[src/rtl/intc_arb.sv]
// Interrupt controller: NMI edge detection, six prioritised peripheral sources,
// register file on the internal bus and the IDLE/ACK/HOLD vector handshake to the CPU.
module intc_arb (
  input  logic        CLK,
  input  logic        RST_N,
  input  logic        CE_R,
  input  logic        CE_F,
  input  logic        RES_N,
  input  logic        NMI_N,
  input  logic        WDT_IRQ,
  input  logic        DIVU_IRQ,
  input  logic        DMA0_IRQ,
  input  logic        DMA1_IRQ,
  input  logic        SCI_IRQ,
  input  logic        FRT_IRQ,
  input  logic [31:0] IBUS_A,
  input  logic [31:0] IBUS_DI,
  input  logic [3:0]  IBUS_BA,
  input  logic        IBUS_WE,
  input  logic        IBUS_REQ,
  output logic [31:0] IBUS_DO,
  output logic        IBUS_BUSY,
  output logic        IBUS_ACT,
  output logic        INT_REQ,
  output logic [3:0]  INT_LEVEL,
  output logic        INT_NMI,
  input  logic        INT_ACK,
  output logic [7:0]  INT_VEC,
  output logic        INT_ACP
);
  localparam int NUM_SRC = 6;

  typedef enum logic [1:0] {S_IDLE, S_ACK, S_HOLD} state_t;
  state_t state_q, state_d;

  logic       nmie, nmi_q, nmi_pend;
  logic [3:0] pri_divu, pri_dma, pri_wdt, pri_sci, pri_frt;
  logic [6:0] vec_sci, vec_frt, vec_wdt, vec_divu, vec_dma0, vec_dma1;
  logic [6:0] win_vec_q;

  // register decode on halfword addresses
  logic sel_icr, sel_ipra, sel_iprb, sel_vcr0, sel_vcr1, sel_vcr2;
  assign sel_icr  = ({IBUS_A[31:1], 1'b0} == 32'hFFFF_FEE0);
  assign sel_ipra = ({IBUS_A[31:1], 1'b0} == 32'hFFFF_FEE2);
  assign sel_iprb = ({IBUS_A[31:1], 1'b0} == 32'hFFFF_FE60);
  assign sel_vcr0 = ({IBUS_A[31:1], 1'b0} == 32'hFFFF_FE62);
  assign sel_vcr1 = ({IBUS_A[31:1], 1'b0} == 32'hFFFF_FEE4);
  assign sel_vcr2 = ({IBUS_A[31:1], 1'b0} == 32'hFFFF_FEE6);

  assign IBUS_ACT  = IBUS_REQ & (sel_icr | sel_ipra | sel_iprb | sel_vcr0 | sel_vcr1 | sel_vcr2);
  assign IBUS_BUSY = 1'b0;

  // Either 16-bit half of the bus may carry the write; lanes 1/3 hit [15:8], 0/2 hit [7:0].
  logic        hi_we, lo_we, wr_en;
  logic [15:0] wd;
  assign wd    = (IBUS_BA[1:0] == 2'b00) ? IBUS_DI[31:16] : IBUS_DI[15:0];
  assign hi_we = IBUS_BA[3] | IBUS_BA[1];
  assign lo_we = IBUS_BA[2] | IBUS_BA[0];
  assign wr_en = IBUS_ACT & IBUS_WE;

  logic [15:0] rd;
  always_comb begin
    rd = '0;
    if (sel_icr)  rd = {NMI_N, 6'b0, nmie, 8'b0};
    if (sel_ipra) rd = {pri_divu, pri_dma, pri_wdt, 4'b0};
    if (sel_iprb) rd = {pri_sci, pri_frt, 8'b0};
    if (sel_vcr0) rd = {1'b0, vec_sci, 1'b0, vec_frt};
    if (sel_vcr1) rd = {1'b0, vec_wdt, 1'b0, vec_divu};
    if (sel_vcr2) rd = {1'b0, vec_dma0, 1'b0, vec_dma1};
  end

  // index 0 is the strongest tie-break position
  logic [NUM_SRC-1:0]      irq;
  logic [NUM_SRC-1:0][3:0] src_lvl;
  logic [NUM_SRC-1:0][6:0] src_vec;
  assign irq     = {FRT_IRQ, SCI_IRQ, WDT_IRQ, DMA1_IRQ, DMA0_IRQ, DIVU_IRQ};
  assign src_lvl = {pri_frt, pri_sci, pri_wdt, pri_dma, pri_dma, pri_divu};
  assign src_vec = {vec_frt, vec_sci, vec_wdt, vec_dma1, vec_dma0, vec_divu};

  logic [3:0] best_lvl, arb_lvl;
  logic [6:0] best_vec, arb_vec;
  logic       arb_req;
  always_comb begin
    best_lvl = '0;
    best_vec = '0;
    for (int i = 0; i < NUM_SRC; i++) begin
      if (irq[i] && (src_lvl[i] > best_lvl)) begin
        best_lvl = src_lvl[i];
        best_vec = src_vec[i];
      end
    end
    arb_req = nmi_pend | (best_lvl != 4'd0);
    arb_lvl = nmi_pend ? 4'd15 : best_lvl;
    arb_vec = nmi_pend ? 7'd11 : best_vec;
  end

  logic nmi_edge;
  assign nmi_edge = nmie ? (~nmi_q & NMI_N) : (nmi_q & ~NMI_N);

  logic accept, arb_en, nmi_clr;
  always_comb begin
    state_d = state_q;
    accept  = 1'b0;
    arb_en  = 1'b0;
    nmi_clr = 1'b0;
    case (state_q)
      S_IDLE: begin
        if (INT_ACK && INT_REQ) begin
          accept  = 1'b1;
          state_d = S_ACK;
        end else begin
          arb_en = 1'b1;
        end
      end
      S_ACK: begin
        nmi_clr = INT_NMI;
        state_d = S_HOLD;
      end
      S_HOLD:  if (!INT_ACK) state_d = S_IDLE;
      default: state_d = S_IDLE;
    endcase
  end

  assign INT_ACP = (state_q == S_ACK);

  always_ff @(posedge CLK or negedge RST_N) begin
    if (!RST_N) begin
      state_q <= S_IDLE;
      {nmie, nmi_pend} <= '0;
      nmi_q <= 1'b1;
      {pri_divu, pri_dma, pri_wdt, pri_sci, pri_frt} <= '0;
      {vec_sci, vec_frt, vec_wdt, vec_divu, vec_dma0, vec_dma1} <= '0;
      {INT_REQ, INT_LEVEL, INT_NMI, win_vec_q, INT_VEC} <= '0;
    end else if (CE_R) begin
      if (!RES_N) begin
        state_q <= S_IDLE;
        {nmie, nmi_pend} <= '0;
        nmi_q <= 1'b1;
        {pri_divu, pri_dma, pri_wdt, pri_sci, pri_frt} <= '0;
        {vec_sci, vec_frt, vec_wdt, vec_divu, vec_dma0, vec_dma1} <= '0;
        {INT_REQ, INT_LEVEL, INT_NMI, win_vec_q, INT_VEC} <= '0;
      end else begin
        state_q  <= state_d;
        nmi_q    <= NMI_N;
        // a fresh edge outranks the clear from an NMI accept
        nmi_pend <= nmi_edge | (nmi_pend & ~nmi_clr);
        if (arb_en) begin
          INT_REQ   <= arb_req;
          INT_LEVEL <= arb_lvl;
          INT_NMI   <= nmi_pend;
          win_vec_q <= arb_vec;
        end
        if (accept) INT_VEC <= {1'b0, win_vec_q};
        if (wr_en) begin
          if (sel_icr  && hi_we) nmie <= wd[8];
          if (sel_ipra && hi_we) {pri_divu, pri_dma} <= wd[15:8];
          if (sel_ipra && lo_we) pri_wdt <= wd[7:4];
          if (sel_iprb && hi_we) {pri_sci, pri_frt} <= wd[15:8];
          if (sel_vcr0 && hi_we) vec_sci  <= wd[14:8];
          if (sel_vcr0 && lo_we) vec_frt  <= wd[6:0];
          if (sel_vcr1 && hi_we) vec_wdt  <= wd[14:8];
          if (sel_vcr1 && lo_we) vec_divu <= wd[6:0];
          if (sel_vcr2 && hi_we) vec_dma0 <= wd[14:8];
          if (sel_vcr2 && lo_we) vec_dma1 <= wd[6:0];
        end
      end
    end
  end

  always_ff @(posedge CLK or negedge RST_N) begin
    if (!RST_N)                IBUS_DO <= '0;
    else if (CE_R && !RES_N)   IBUS_DO <= '0;
    else if (CE_F)             IBUS_DO <= IBUS_ACT ? {rd, rd} : 32'h0;
  end

  logic unused_ok;
  assign unused_ok = ^{IBUS_A[0], wd[7]};
endmodule
[config.mk]
export PLATFORM = sky130hd
export DESIGN_NAME = intc_arb
export DESIGN_NICKNAME = d
export VERILOG_FILES = /design/src/rtl/intc_arb.sv
export SDC_FILE = /design/constraint.sdc
export NUM_CORES = 1
export LEC_CHECK = 0
export BUFFER_PORTS_ARGS = -buffer_cell sky130_fd_sc_hd__buf_2
export CORE_MARGIN = 10
export CORE_UTILIZATION = 40
export CTS_CLUSTER_SIZE = 20
export DETAILED_ROUTE_END_ITERATION = 10
export RECOVER_POWER = 50
export SLEW_MARGIN = 10
export SYNTH_ARGS = -nofsm -noshare
export SYNTH_HDL_FRONTEND = slang
export SYNTH_SLANG_ARGS = --single-unit
[constraint.sdc]
create_clock -name CLK -period 8.26 [get_ports CLK]
set_input_delay 0.413 -clock CLK [delete_from_list [all_inputs] [get_ports CLK]]
set_output_delay 0.413 -clock CLK [all_outputs]
set_load 0.05 [all_outputs]
* Word level (Yosys, flattened, before mapping)
Index checks and enable logic that the tools add are counted. Widths: inputs -> output; s select.
Operators by class: order comparisons 6, equal/unequal tests 23, muxes and demuxes 82, bitwise logic cells 17, reduce and logical (&&, ||, !) cells 36
Operators with widths (number):
- $mux 7 | 27
- $eq 31x31->1 const B | 6
- $mux 16 | 7
- $mux 32 | 3
- $mux 4 | 24
- $reduce_and 3->1 | 11
- $ne 2x1->1 const B | 13
- $gt 4x4->1 | 5
- $logic_and 1x1->1 | 18
- $mux 8 | 2
- $mux 1 | 15
- $or 1x1->1 | 9
- $mux 2 | 3
- $ne 3x3->1 const B | 2
- $pmux 2 s3 | 1
- $and 1x1->1 | 5
- $gt 4x1->1 const B | 1
- $logic_not 2->1 | 2
- $reduce_and 2->1 | 2
- $reduce_bool 4->1 | 1
- $not 1->1 | 3
- $eq 2x1->1 const B | 1
- $eq 2x2->1 const B | 1
- $reduce_bool 2->1 | 1
- $logic_not 1->1 | 1
Storage, ports and cells: register bits after elaboration 120, bits of input ports 83, word-level logic and storage cells 185

* Depth between registers and ports, before layout
Gate-level depths: netlist of run 1.
word-level depth 22, depth in mapped cells 45

* Worst setup path before layout of run 1
OpenSTA, ideal clock, no wires.
path kind in2reg, from input DIVU_IRQ, to register INT_REQ, library setup time 126 ps, arrival 7580 ps, path slack 554 ps, stages on the path 41, cells stage by stage buf_2 > nand2_1 > ha_1 > a21oi_2 > a21o_1 > buf_2 > nand2_1 > o21ai_0 > ha_1 > nand3_1 > a21o_1 > o2111a_2 > o21ai_1 > mux2_2 > ha_1 > a221o_1 > a21oi_1 > o311ai_1 > [... 5 more ...] > a31oi_1 > o21bai_1 > nand2_1 > o21ai_1 > and2_1 > buf_6 > mux2_4 > inv_1 > ha_1 > nand3_1 > o22ai_1 > o221a_2 > clkbuf_1 > inv_1 > nand2_1 > o31ai_1 > o211ai_1 > a221o_1
Between the ends: longest elaborated chain between the ends 21
Ends and longest elaborated chain:
- start, declared | line 11 | input logic DIVU_IRQ,
- $logic_and 1x1->1 (*) | line 87 | if (irq[i] && (src_lvl[i] > best_lvl)) begin
- $mux 4 (*) | line 87
- $gt 4x4->1 | line 87
- $logic_and 1x1->1 | line 87
- $mux 4 (*) | line 87
- $gt 4x4->1 | line 87
- $logic_and 1x1->1 | line 87
- $mux 4 (*) | line 87
- [... 5 more ...]
- $mux 4 (*) | line 87
- $gt 4x4->1 | line 87
- $logic_and 1x1->1 | line 87
- $mux 4 (*) | line 87
- $reduce_bool 4->1 (*) | line 92 | arb_req = nmi_pend | (best_lvl != 4'd0);
- $or 1x1->1 (*) | line 92
- $mux 1 (*) | line 147 | if (arb_en) begin
- $mux 1 (*) | line 135 | if (!RES_N) begin
- end signal, assigned | line 148 | INT_REQ <= arb_req;
- end, declared | line 24 | output logic INT_REQ,
Every way passes the cells marked *; elsewhere a longest branch is shown, timed or not. The select of a mux whose other input is x is not followed. A chain may end at the register's enable or synchronous reset.

* Worst setup path in the final report of run 1
from register pri_divu[3], to register INT_REQ
Between the ends: longest elaborated chain between the ends 22
Ends and longest elaborated chain:
- start, declared | line 37 | logic [3:0] pri_divu, pri_dma, pri_wdt, pri_sci, pri_frt;
- start signal, assigned | line 156 | if (sel_ipra && hi_we) {pri_divu, pri_dma} <= wd[15:8];
- $gt 4x1->1 | line 87
- $logic_and 1x1->1 | line 87
- $mux 4 (*) | line 87
- $gt 4x4->1 | line 87
- $logic_and 1x1->1 | line 87
- $mux 4 (*) | line 87
- $gt 4x4->1 | line 87
- $logic_and 1x1->1 | line 87
- [... 6 more ...]
- $mux 4 (*) | line 87
- $gt 4x4->1 | line 87
- $logic_and 1x1->1 | line 87
- $mux 4 (*) | line 87
- $reduce_bool 4->1 (*) | line 92
- $or 1x1->1 (*) | line 92
- $mux 1 (*) | line 147
- $mux 1 (*) | line 135
Marked as above.

==> metrics.md, run 1 <==
| Metric | Value |
|---|---|
| Global Route Usage Sum | `a little under a fifth` |
| WL per Instance | `20.9 um` |
| Post-synthesis sequential area ratio | `around two fifths` |
| Rows | `between 40 and 50` |
| H-Tree Depth | `3` |
| Multi-input logic area | `3460 um^2` |
| Antenna Cells | `0` |
| Placed Area | `~7000 um^2` |
| Dominant synthesized flop cell | `dfrtp_1` |
| Tcrit/Tclk final | `94.6%` |
| Drc violations | `0` |
| Clk buf depth | `2` |
| Full die area | `approximately 21000 um^2` |
| Tightest Pin Transition | `about 3.8 ns` |
| Root Driver | `clkbuf_16` |
| Antenna viol nets, final | `0` |
| Core Area | `around 15000 um^2` |
| Vias in the first global route | `between 5000 and 6000` |
| First-pass GRT wire length | `~32 mm` |
| Violated checks | `max-capacitance violations, max-slew violations` |
| WP data required | `between 8 and 9 ns` |
| Count leader, synth | `dfrtp_1` |
| Crit-path slowest cell | `ha_2` |
| Pre-antenna DRT Iters | `5` |
| Clk slew on worst S/H paths | `0.07 ns` |
| Netlist Area Pre-Place | `approximately 6300 um^2` |
| Post-Route WL | `approximately 21 mm` |
| Vias per cell | `~5.7` |
| # fillers | `roughly 1500` |
| Post-synth EDFFs | `0` |
| Cells after Synth | `around 650` |
| Synth top cells by count | `102 x dfrtp_1, 100 x nand2_1, 70 x mux2_2` |
| Critical Path Fanout Max | `6` |
| Cell variety after synth | `73` |
| Lkg Pwr | `3.40 nW` |
| Worst VDD drop | `around 0.12 mV` |
| Crit Path Category | `reg -> reg` |
| Synth Area per Inst | `just under 10 um^2` |
| Fin crit period | `between 7 and 8 ns` |
| Synth warn | `0` |
| Post-synth ARST share | `100%` |
| # clock sinks | `103` |
| Max Clock Freq | `128 MHz` |
| Max stage delay on crit path | `0.42 ns` |
| Critical path startpoint category | `flop` |
| Worst-Skew Late Latency | `between 0.3 and 0.4 ns` |
| Total gr overflow | `0` |
| Number of DRC markers in iteration 0 | `roughly 350` |
| Slew Limit Fails | `106` |
| Min-delay worst type | `in -> reg` |
| Worst Skew | `just under 0.01 ns` |
| Final setup fails | `0` |
| Die X | `around 150 um` |
| Die height | `between 100 and 150 um` |
| Worst EP arrival | `approximately 8.1 ns` |
| P per Cell Area | `between 200 and 250 nW/um^2` |
| Largest cells by area after synthesis | `dfrtp_1 40%, mux2_2 12%, nand2_1 5.9%` |
| Final instance area | `7430 um^2` |
| Layout cells sized above 1 | `28.0%` |
| Via count | `5594` |
| CTS tree | `built` |
| Count of input and output buffers | `between 100 and 150` |
| Dpl ws | `-0.0957 ns` |
| Post-CTS Hold Buffers | `0` |
| Seq cells post-synth | `around 100` |
| Initial core utilization | `41.2%` |
| Max cap viols | `2` |
| Worst setup EP type | `flop` |
| Cell mode on critical path | `inv_1` |
| Top Ports | `about 130` |
| Num CTS Buffers | `9` |
| Reg area | `approximately 2600 um^2` |
| P&R area growth vs syn | `17.4%` |
| GPL Wtd Cong | `0.882` |
| Initial antenna violation count | `0` |
| Outcome | `complete, but fails checks` |
| Hold Fails Final Rpt | `0` |
| Max-Slew Margin vs Limit | `-153%` |
| Final worst-path setup slack | `between 0.4 and 0.5 ns` |
| Detailed Place HPWL | `between 15 and 20 mm` |
| Post-synth top area share | `between 40% and 50%` |
| Largest net degree at the start of global routing | `72` |
| Fin nets | `865` |
| Yosys top cell by area | `dfrtp_1` |
[placed cells by master, fill, tap and decap left out, types with 3 or more instances in the layout]
cell	instances
a22oi_1	10
o21ai_0	23
and3_1	3
nand4_1	8
buf_2	85
a32o_1	3
buf_4	16
o31ai_1	3
ha_1	14
a22o_1	26
a21boi_0	14
a31oi_1	14
clkbuf_1	44
nor2b_1	5
dfrtp_1	101
mux2i_1	18
mux2_2	70
a21o_1	8
o221ai_1	3
o21ai_1	3
nor3_1	4
o22ai_1	6
inv_1	22
nor2_1	47
nand2_1	100
and2_1	3
clkbuf_16	9
a21oi_1	23
nand3_1	16
o211ai_1	4
[layout make-up]
type | instances | area share, %
clock buffers | 9 | 3.03
clock inverters | 7 | 1.21
inverters | 23 | 1.16
multi-input cells | 484 | 46.6
flip-flops and latches | 103 | 34.7
well taps | 211 | 3.56
repair buffers | 146 | 9.72
[timing repair]
| action | 4_1_cts | 5_1_grt |
|---|---|---|
| gates resized for setup | 0 | 11 |
| endpoints found under the setup margin | 0 | 11 |
| setup buffers | 0 | 2 |
[routing by layer]
layer | global-route usage, % | share of wire (%)
met1 | 24.4 | 46
met2 | 29.3 | 46
met3 | 4.66 | 6.1
met4 | 7.03 | 2.2
met5 | 0 | 0
[flip-flops by register name, summed over array words and instances, names as in the netlist]
name,count
pri_dma,4
vec_frt,7
nmi_pend,1
INT_VEC,7
nmie,1
vec_sci,7
nmi_q,1
vec_wdt,7
vec_divu,7
pri_frt,4
state_q,2
pri_divu,4
vec_dma0,7
pri_sci,4
INT_NMI,1
pri_wdt,4
win_vec_q,7
vec_dma1,7
INT_LEVEL,4
IBUS_DO,16
INT_REQ,1
[worst paths after layout]
path                                           from                       end  slack, ns  cells past startpoint
setup / recovery            pri_divu[3]$_DFFE_PN0P_       INT_REQ$_DFFE_PN0P_       0.45                     38
hold / removal                                NMI_N         nmi_q$_DFFE_PN1P_       0.37                      2
setup reg to reg            pri_divu[3]$_DFFE_PN0P_       INT_REQ$_DFFE_PN0P_       0.45                     38
hold reg to reg            win_vec_q[3]$_DFFE_PN0P_  win_vec_q[3]$_DFFE_PN0P_       0.48                      2
max in group asynchronous                     RST_N   pri_divu[2]$_DFFE_PN0P_       3.02                      2
min in group asynchronous                     RST_N   IBUS_DO[16]$_DFFE_PN0P_       0.55                      1
[power by group]
| group | switching, mW | internal, mW | total [mW] |
|---|---|---|---|
| combinational | 0.412 | 0.293 | 0.705 |
| clock | 0.210 | 0.242 | 0.452 |
| sequential | 0.0665 | 0.573 | 0.639 |
| total | 0.688 | 1.11 | 1.80 |
[worst max-delay path, delay by kind of cell (launching register included)]
family	cells	cell delay, ns
flops	1	0.41
fa+ha+maj	5	1.39
buf+inv	6	0.58
compound gates	16	3.12
simple gates	8	1.08
mux	3	1.11
[logic make-up after synthesis]
| group | share of synthesized area, % |
|---|---|
| AOI/OAI and AO/OA | 20.9 |
| adders and majority gates | 2.97 |
| muxes | 15.9 |
| and+or+nand+nor | 13.8 |
| DFF | 40.8 |
| other | 0.0593 |
| buffers and inverters | 5.28 |
| xor gates and xnor gates | 0.277 |
[through the flow]
stage	total power, mW	util [%]	TNS [ns]	hold WS, ns	cells
after floorplan	1.11	-	0	0.117	654
after global placement	1.31	46.3	0	0.376	965
after detailed placement	1.33	46.3	-0.0957	0.390	965
after CTS	1.78	48.3	0	0.00421	981
after global routing	1.90	48.3	-0.00430	0.362	983
final	1.80	48.3	0	0.368	983
Power figures use the tool's default switching activity.
==> run 2, diff against run 1 <==
- CORE_MARGIN: 10 -> 2
- clock period: 8.26 -> 6.3 ns (I/O delays scaled with it)
==> metrics.md, run 2 (synthesis gave the netlist of run 1 again) <==
| Metric | Value |
|---|---|
| H-Tree Depth | `3 (unchanged)` |
| Tightest Pin Transition | `1.93 ns (was 3.80 ns)` |
| Reg2reg path depth | `38 (unchanged)` |
| Crit Path Category | `reg -> reg (unchanged)` |
| Fin util | `54.2% (was 48.3%)` |
| Most frequent cells in the layout | `102 x dfrtp_1, 94 x nand2_1, 80 x buf_2 (was 101 x dfrtp_1, 100 x nand2_1, 85 x buf_2)` |
| Rows | `45 (unchanged)` |
| Fin crit period | `7.02 ns (was 7.81 ns)` |
| # clock sinks | `103 (unchanged)` |
| Outcome | `complete, but fails checks (unchanged)` |
| Initial antenna violation count | `0 (unchanged)` |
| Crit-path slowest cell | `dfrtp_1 (was ha_2)` |
| Min-delay worst type | `in -> reg (unchanged)` |
| Num CTS Buffers | `9 (unchanged)` |
| Post-Route WL | `20.9 mm (was 20.5 mm)` |
| Commonest non-fill, non-tap cell in the layout | `dfrtp_1 (unchanged)` |
| Fin nets | `925 (was 865)` |
| Max stage delay on crit path | `0.38 ns (was 0.42 ns)` |
| Vias per cell | `5.64 (was 5.69)` |
| CTS tree | `built (unchanged)` |
| RSZ-0062 raised after global routing | `yes` |
| Worst setup EP type | `flop (unchanged)` |
| Worst EP arrival | `7.26 ns (was 8.05 ns)` |
| Total chip power | `2.76 mW (was 1.80 mW)` |
| Final instance area | `8300 um^2 (was 7430 um^2)` |
| Hold WS | `0.257 ns (was 0.368 ns)` |
| Max reg flops | `16 (unchanged)` |
| Largest net degree at the start of global routing | `79 (was 72)` |
| Vias in the first global route | `5731 (was 5599)` |
| Initial core utilization | `41.3% (was 41.2%)` |
| Global Route Usage Sum | `24.6% (was 18.8%)` |
| Number of DRC markers in iteration 0 | `396 (was 351)` |
| Core Area | `15300 um^2 (was 15400 um^2)` |
| Placed Area | `7600 um^2 (was 7110 um^2)` |
| Max cap viols | `1 (was 2)` |
| Hold Fails Final Rpt | `0 (unchanged)` |
| Antenna Cells | `0 (unchanged)` |
| Tcrit/Tclk final | `111% (was 94.6%)` |
| Register name with the most flops | `IBUS_DO (unchanged)` |
| Max-Slew Margin vs Limit | `-28.4% (was -153%)` |
| Worst flop-to-flop path endpoint | `INT_REQ$_DFFE_PN0P_ (unchanged)` |
| Violated checks | `max-capacitance violations, max-slew violations, negative setup slack (was max-capacitance violations, max-slew violations)` |
| Clk buf depth | `2 (unchanged)` |
| Slew Limit Fails | `79 (was 106)` |
| Pre-antenna DRT Iters | `5 (unchanged)` |
| Die X | `130 um (was 146 um)` |
| WL per Instance | `20.0 um (was 20.9 um)` |
| Full die area | `16800 um^2 (was 21200 um^2)` |
| Detailed Place HPWL | `15.9 mm (was 16.1 mm)` |
| Critical Path Fanout Max | `5 (was 6)` |
| Worst Skew | `0.0110 ns (was 0.00978 ns)` |
| Hold Path Stages | `2 (unchanged)` |
| Top Ports | `132 (unchanged)` |
| Layout cells sized above 1 | `38.7% (was 28.0%)` |
| Worst-Skew Late Latency | `0.36 ns (about the same)` |
| Placed cell count | `1010 (was 965)` |
| Final setup fails | `12 (was 0)` |
| Count of input and output buffers | `128 (unchanged)` |
| Total gr overflow | `0 (unchanged)` |
| Setup TNS | `-6.49 ns (was 0 ns)` |
| Worst VDD drop | `0.160 mV (was 0.120 mV)` |
| Critical path startpoint category | `flop (unchanged)` |
| Antenna viol nets, final | `0 (unchanged)` |
| Min-delay src | `NMI_N (unchanged)` |
| GPL Wtd Cong | `0.876 (was 0.882)` |
| Dpl ws | `-1.00 ns (was -0.0957 ns)` |
| Fin cells | `1043 (was 983)` |
| Via count | `5883 (was 5594)` |
| Root Driver | `clkbuf_16 (unchanged)` |
| Drc violations | `0 (unchanged)` |
| Max Clock Freq | `142 MHz (was 128 MHz)` |
| Hold EP | `nmi_q$_DFFE_PN1P_ (unchanged)` |
| Lkg Pwr | `3.75 nW (was 3.40 nW)` |
| FF-to-FF setup slack | `-0.72 ns (was 0.45 ns)` |
| First-pass GRT wire length | `31.2 mm (was 31.8 mm)` |
| WP data required | `6.54 ns (was 8.50 ns)` |
| Critical R2R Launch | `pri_divu[1]$_DFFE_PN0P_ (was pri_divu[3]$_DFFE_PN0P_)` |
| Clk slew on worst S/H paths | `0.08 ns (was 0.07 ns)` |
| Cell mode on critical path | `ha_4 (was inv_1)` |
| P&R area growth vs syn | `31.2% (was 17.4%)` |
| Die height | `130 um (was 146 um)` |
| Final worst-path setup slack | `-0.719 ns (was 0.445 ns)` |
| P per Cell Area | `333 nW/um^2 (was 242 nW/um^2)` |
## run 2: cell count changes in the layout (fill, tap and decap cells not counted), moves of 6 or more
cell     previous run  this run
o21ai_2             0         6
ha_4                0        10
nand2_1           100        94
buf_4              16        70
o21ai_0            23        15
inv_1              22        15
ha_1               14         5
## run 2: final cells by class
type / instances / area [um^2]
clock buffers: 9 / 225
fillers: 1406 / 7010
well taps: 211 / 264
inverters: 23 / 93.8
flip-flops and latches: 103 / 2580
multi-input cells: 484 / 3870
clock inverters: 7 / 80.1
repair buffers: 206 / 1190
## run 2: how the worst max path moves through the flow
stage,from,to,slack [ns]
detailed placement,DIVU_IRQ,INT_REQ$_DFFE_PN0P_,-1.00
floorplan,pri_divu[1]$_DFFE_PN0P_,INT_REQ$_DFFE_PN0P_,-0.79
CTS,pri_divu[1]$_DFFE_PN0P_,INT_REQ$_DFFE_PN0P_,-0.65
finish,pri_divu[1]$_DFFE_PN0P_,INT_REQ$_DFFE_PN0P_,-0.72
global placement,DIVU_IRQ,INT_REQ$_DFFE_PN0P_,-0.70
global route,pri_divu[1]$_DFFE_PN0P_,INT_REQ$_DFFE_PN0P_,-0.96
## run 2: report_power, final
group / switching, mW / total [mW] / internal [mW]
Combinational: 0.711 / 1.35 / 0.638
Clock: 0.263 / 0.576 / 0.313
Sequential: 0.0887 / 0.840 / 0.751
## run 2: repair_timing
item	in CTS	in global routing
hold buffers	1	0
pin swaps	23	27
setup endpoints to repair	12	12
setup buffers	15	7
endpoints found under the hold margin	24	0
gates resized for setup	41	29
## run 2: layer usage
metal  GRT usage, %  share of wire, %  vias to the layer above
met5              0                 0                        -
met4           7.78               2.1                        0
met3           2.91               5.1                       30
met2           43.0                49                      217
met1           32.1                44                     2916
li1               -                 -                     2720
## run 2: worst max-delay path, delay by kind of cell, from the launching register on
| kind | cells | cell delay (ns) |
|---|---|---|
| flip-flops | 1 | 0.38 |
| AND/OR/NAND/NOR | 6 | 0.57 |
| adder cells (fa/ha/maj) | 5 | 1.26 |
| buffers and inverters | 6 | 0.63 |
| AO/OA/AOI/OAI | 19 | 3.34 |
| multiplexers | 2 | 0.72 |
==> run 3, diff against run 2 <==
- REMOVE_ABC_BUFFERS: not set -> 1
==> metrics.md, run 3 (synthesis gave the netlist of run 1 again) <==
| Metric | Value |
|---|---|
| Outcome | `complete, but fails checks (unchanged)` |
| Violated checks | `max-capacitance violations, max-slew violations, negative setup slack (unchanged)` |
| Hold WS | `0.242 ns (was 0.257 ns)` |
| P&R area growth vs syn | `30.7% (was 31.2%)` |
| Clk slew on worst S/H paths | `0.07 ns (was 0.08 ns)` |
| First-pass GRT wire length | `31.0 mm (was 31.2 mm)` |
| Antenna viol nets, final | `0 (unchanged)` |
| Initial antenna violation count | `0 (unchanged)` |
| Num CTS Buffers | `9 (unchanged)` |
| Worst Skew | `0.0120 ns (was 0.0110 ns)` |
| Fin crit period | `7.12 ns (was 7.02 ns)` |
| Layout cells sized above 1 | `38.0% (was 38.7%)` |
| Vias per cell | `5.65 (was 5.64)` |
| Slew Limit Fails | `106 (was 79)` |
| Min-delay worst type | `in -> reg (unchanged)` |
| # clock sinks | `103 (unchanged)` |
| Commonest non-fill, non-tap cell in the layout | `dfrtp_1 (unchanged)` |
| WL per Instance | `19.6 um (was 20.0 um)` |
| Cell mode on critical path | `ha_4 (unchanged)` |
| Worst setup EP type | `flop (unchanged)` |
| Crit Path Category | `reg -> reg (unchanged)` |
| WP data required | `6.55 ns (was 6.54 ns)` |
| Final worst-path setup slack | `-0.815 ns (was -0.719 ns)` |
| Max-Slew Margin vs Limit | `-38.7% (was -28.4%)` |
| Vias in the first global route | `5736 (was 5731)` |
| Number of DRC markers in iteration 0 | `482 (was 396)` |
| Critical path startpoint category | `flop (unchanged)` |
| Crit-path slowest cell | `dfrtp_1 (unchanged)` |
| Total gr overflow | `0 (unchanged)` |
| Fin util | `54.0% (was 54.2%)` |
| Rows | `45 (unchanged)` |
| Via count | `5906 (was 5883)` |
| Root Driver | `clkbuf_16 (unchanged)` |
| Most frequent cells in the layout | `102 x dfrtp_1, 94 x nand2_1, 80 x buf_2 (unchanged)` |
| Count of input and output buffers | `128 (unchanged)` |
| Max Clock Freq | `141 MHz (was 142 MHz)` |
| FF-to-FF setup slack | `-0.82 ns (was -0.72 ns)` |
| Detailed Place HPWL | `15.3 mm (was 15.9 mm)` |
| Lkg Pwr | `3.75 nW (about the same)` |
| Max stage delay on crit path | `0.43 ns (was 0.38 ns)` |
| Clk buf depth | `2 (unchanged)` |
| Tcrit/Tclk final | `113% (was 111%)` |
| Core Area | `15300 um^2 (unchanged)` |
| CTS tree | `built (unchanged)` |
| Final setup fails | `12 (unchanged)` |
| P per Cell Area | `333 nW/um^2 (about the same)` |
| Drc violations | `0 (unchanged)` |
| Global Route Usage Sum | `24.4% (was 24.6%)` |
| Post-Route WL | `20.5 mm (was 20.9 mm)` |
| Top Ports | `132 (unchanged)` |
| Die height | `130 um (unchanged)` |
| RSZ-0062 raised after global routing | `yes (unchanged)` |
| Worst VDD drop | `0.176 mV (was 0.160 mV)` |
| Largest net degree at the start of global routing | `66 (was 79)` |
| Die X | `130 um (unchanged)` |
| Tightest Pin Transition | `2.08 ns (was 1.93 ns)` |
| Fin nets | `928 (was 925)` |
| Worst EP arrival | `7.36 ns (was 7.26 ns)` |
| Hold Fails Final Rpt | `0 (unchanged)` |
| GPL Wtd Cong | `0.884 (was 0.876)` |
| Antenna Cells | `0 (unchanged)` |
| Initial core utilization | `41.3% (unchanged)` |
| Critical Path Fanout Max | `4 (was 5)` |
| Worst-Skew Late Latency | `0.36 ns (about the same)` |
| Max cap viols | `2 (was 1)` |
| Max reg flops | `16 (unchanged)` |
| Full die area | `16800 um^2 (unchanged)` |
| # fillers | `1444 (was 1406)` |
| H-Tree Depth | `3 (unchanged)` |
| Register name with the most flops | `IBUS_DO (unchanged)` |
| Pre-antenna DRT Iters | `5 (unchanged)` |
run 3: stage by stage:
step           area [um^2]  TNS [ns]  power [mW]  worst slack, ns  std cells
2_1_floorplan         6080    -23.21        1.42            -2.30        610
3_3_place_gp          7460     -8.61        1.83           -0.885       1012
3_5_place_dp          7460    -13.07        1.86            -1.29       1012
4_1_cts               8140     -6.56        2.63           -0.681       1038
5_1_grt               8270    -11.19        2.89            -1.05       1046
6_report              8270     -8.43        2.75           -0.815       1046
run 3: power breakdown:
group / switching [mW] / total, mW / internal, mW
Clock: 0.253 / 0.583 / 0.330
Combinational: 0.686 / 1.33 / 0.642
Sequential: 0.0885 / 0.840 / 0.752
Total: 1.03 / 2.75 / 1.72
run 3: per-layer routing:
layer  GRT usage, %  vias to the layer above  part of all wire [%]
met4           11.9                        0                   3.8
met1           31.6                     2870                    43
met3           3.77                       54                   6.8
li1               -                     2726                     -
met5              0                        -                     0
met2           39.9                      256                    47
run 3: repair_timing:
| item | CTS | global route |
|---|---|---|
| resized for setup | 66 | 26 |
| hold endpoints to repair | 38 | 0 |
| hold buffers | 1 | 0 |
| endpoints found under the setup margin | 12 | 12 |
| pin swaps | 36 | 34 |
| buffers inserted | 9 | 8 |
run 3: worst paths after layout:
check	from	to	cells after the start
worst min register to register	INT_LEVEL[1]$_DFFE_PN0P_	INT_LEVEL[1]$_DFFE_PN0P_	2
worst max-delay path	pri_dma[1]$_DFFE_PN0P_	INT_REQ$_DFFE_PN0P_	38
worst min-delay path	NMI_N	nmi_q$_DFFE_PN1P_	2
max in group asynchronous	RST_N	pri_dma[3]$_DFFE_PN0P_	3
min in group asynchronous	RST_N	IBUS_DO[27]$_DFFE_PN0P_	2
worst max register to register	pri_dma[1]$_DFFE_PN0P_	INT_REQ$_DFFE_PN0P_	38
run 3: final cells by class:
| cell class | count | area [um^2] | area share (%) |
|---|---|---|---|
| clock buffers | 13 | 260 | 3.15 |
| well taps | 211 | 264 | 3.19 |
| multi-input cells | 484 | 3820 | 46.2 |
| flip-flops and latches | 103 | 2580 | 31.2 |
| inverters | 23 | 91.3 | 1.10 |
| clock inverters | 3 | 43.8 | 0.530 |
| repair buffers | 209 | 1210 | 14.7 |
run 3: critical path: cells and delay by family (launching register included):
kind,cells,cell delay [ns]
buf+inv,4,0.47
mux,3,0.90
simple gates,8,0.92
flops,1,0.43
compound gates,18,3.13
fa+ha+maj,5,1.15
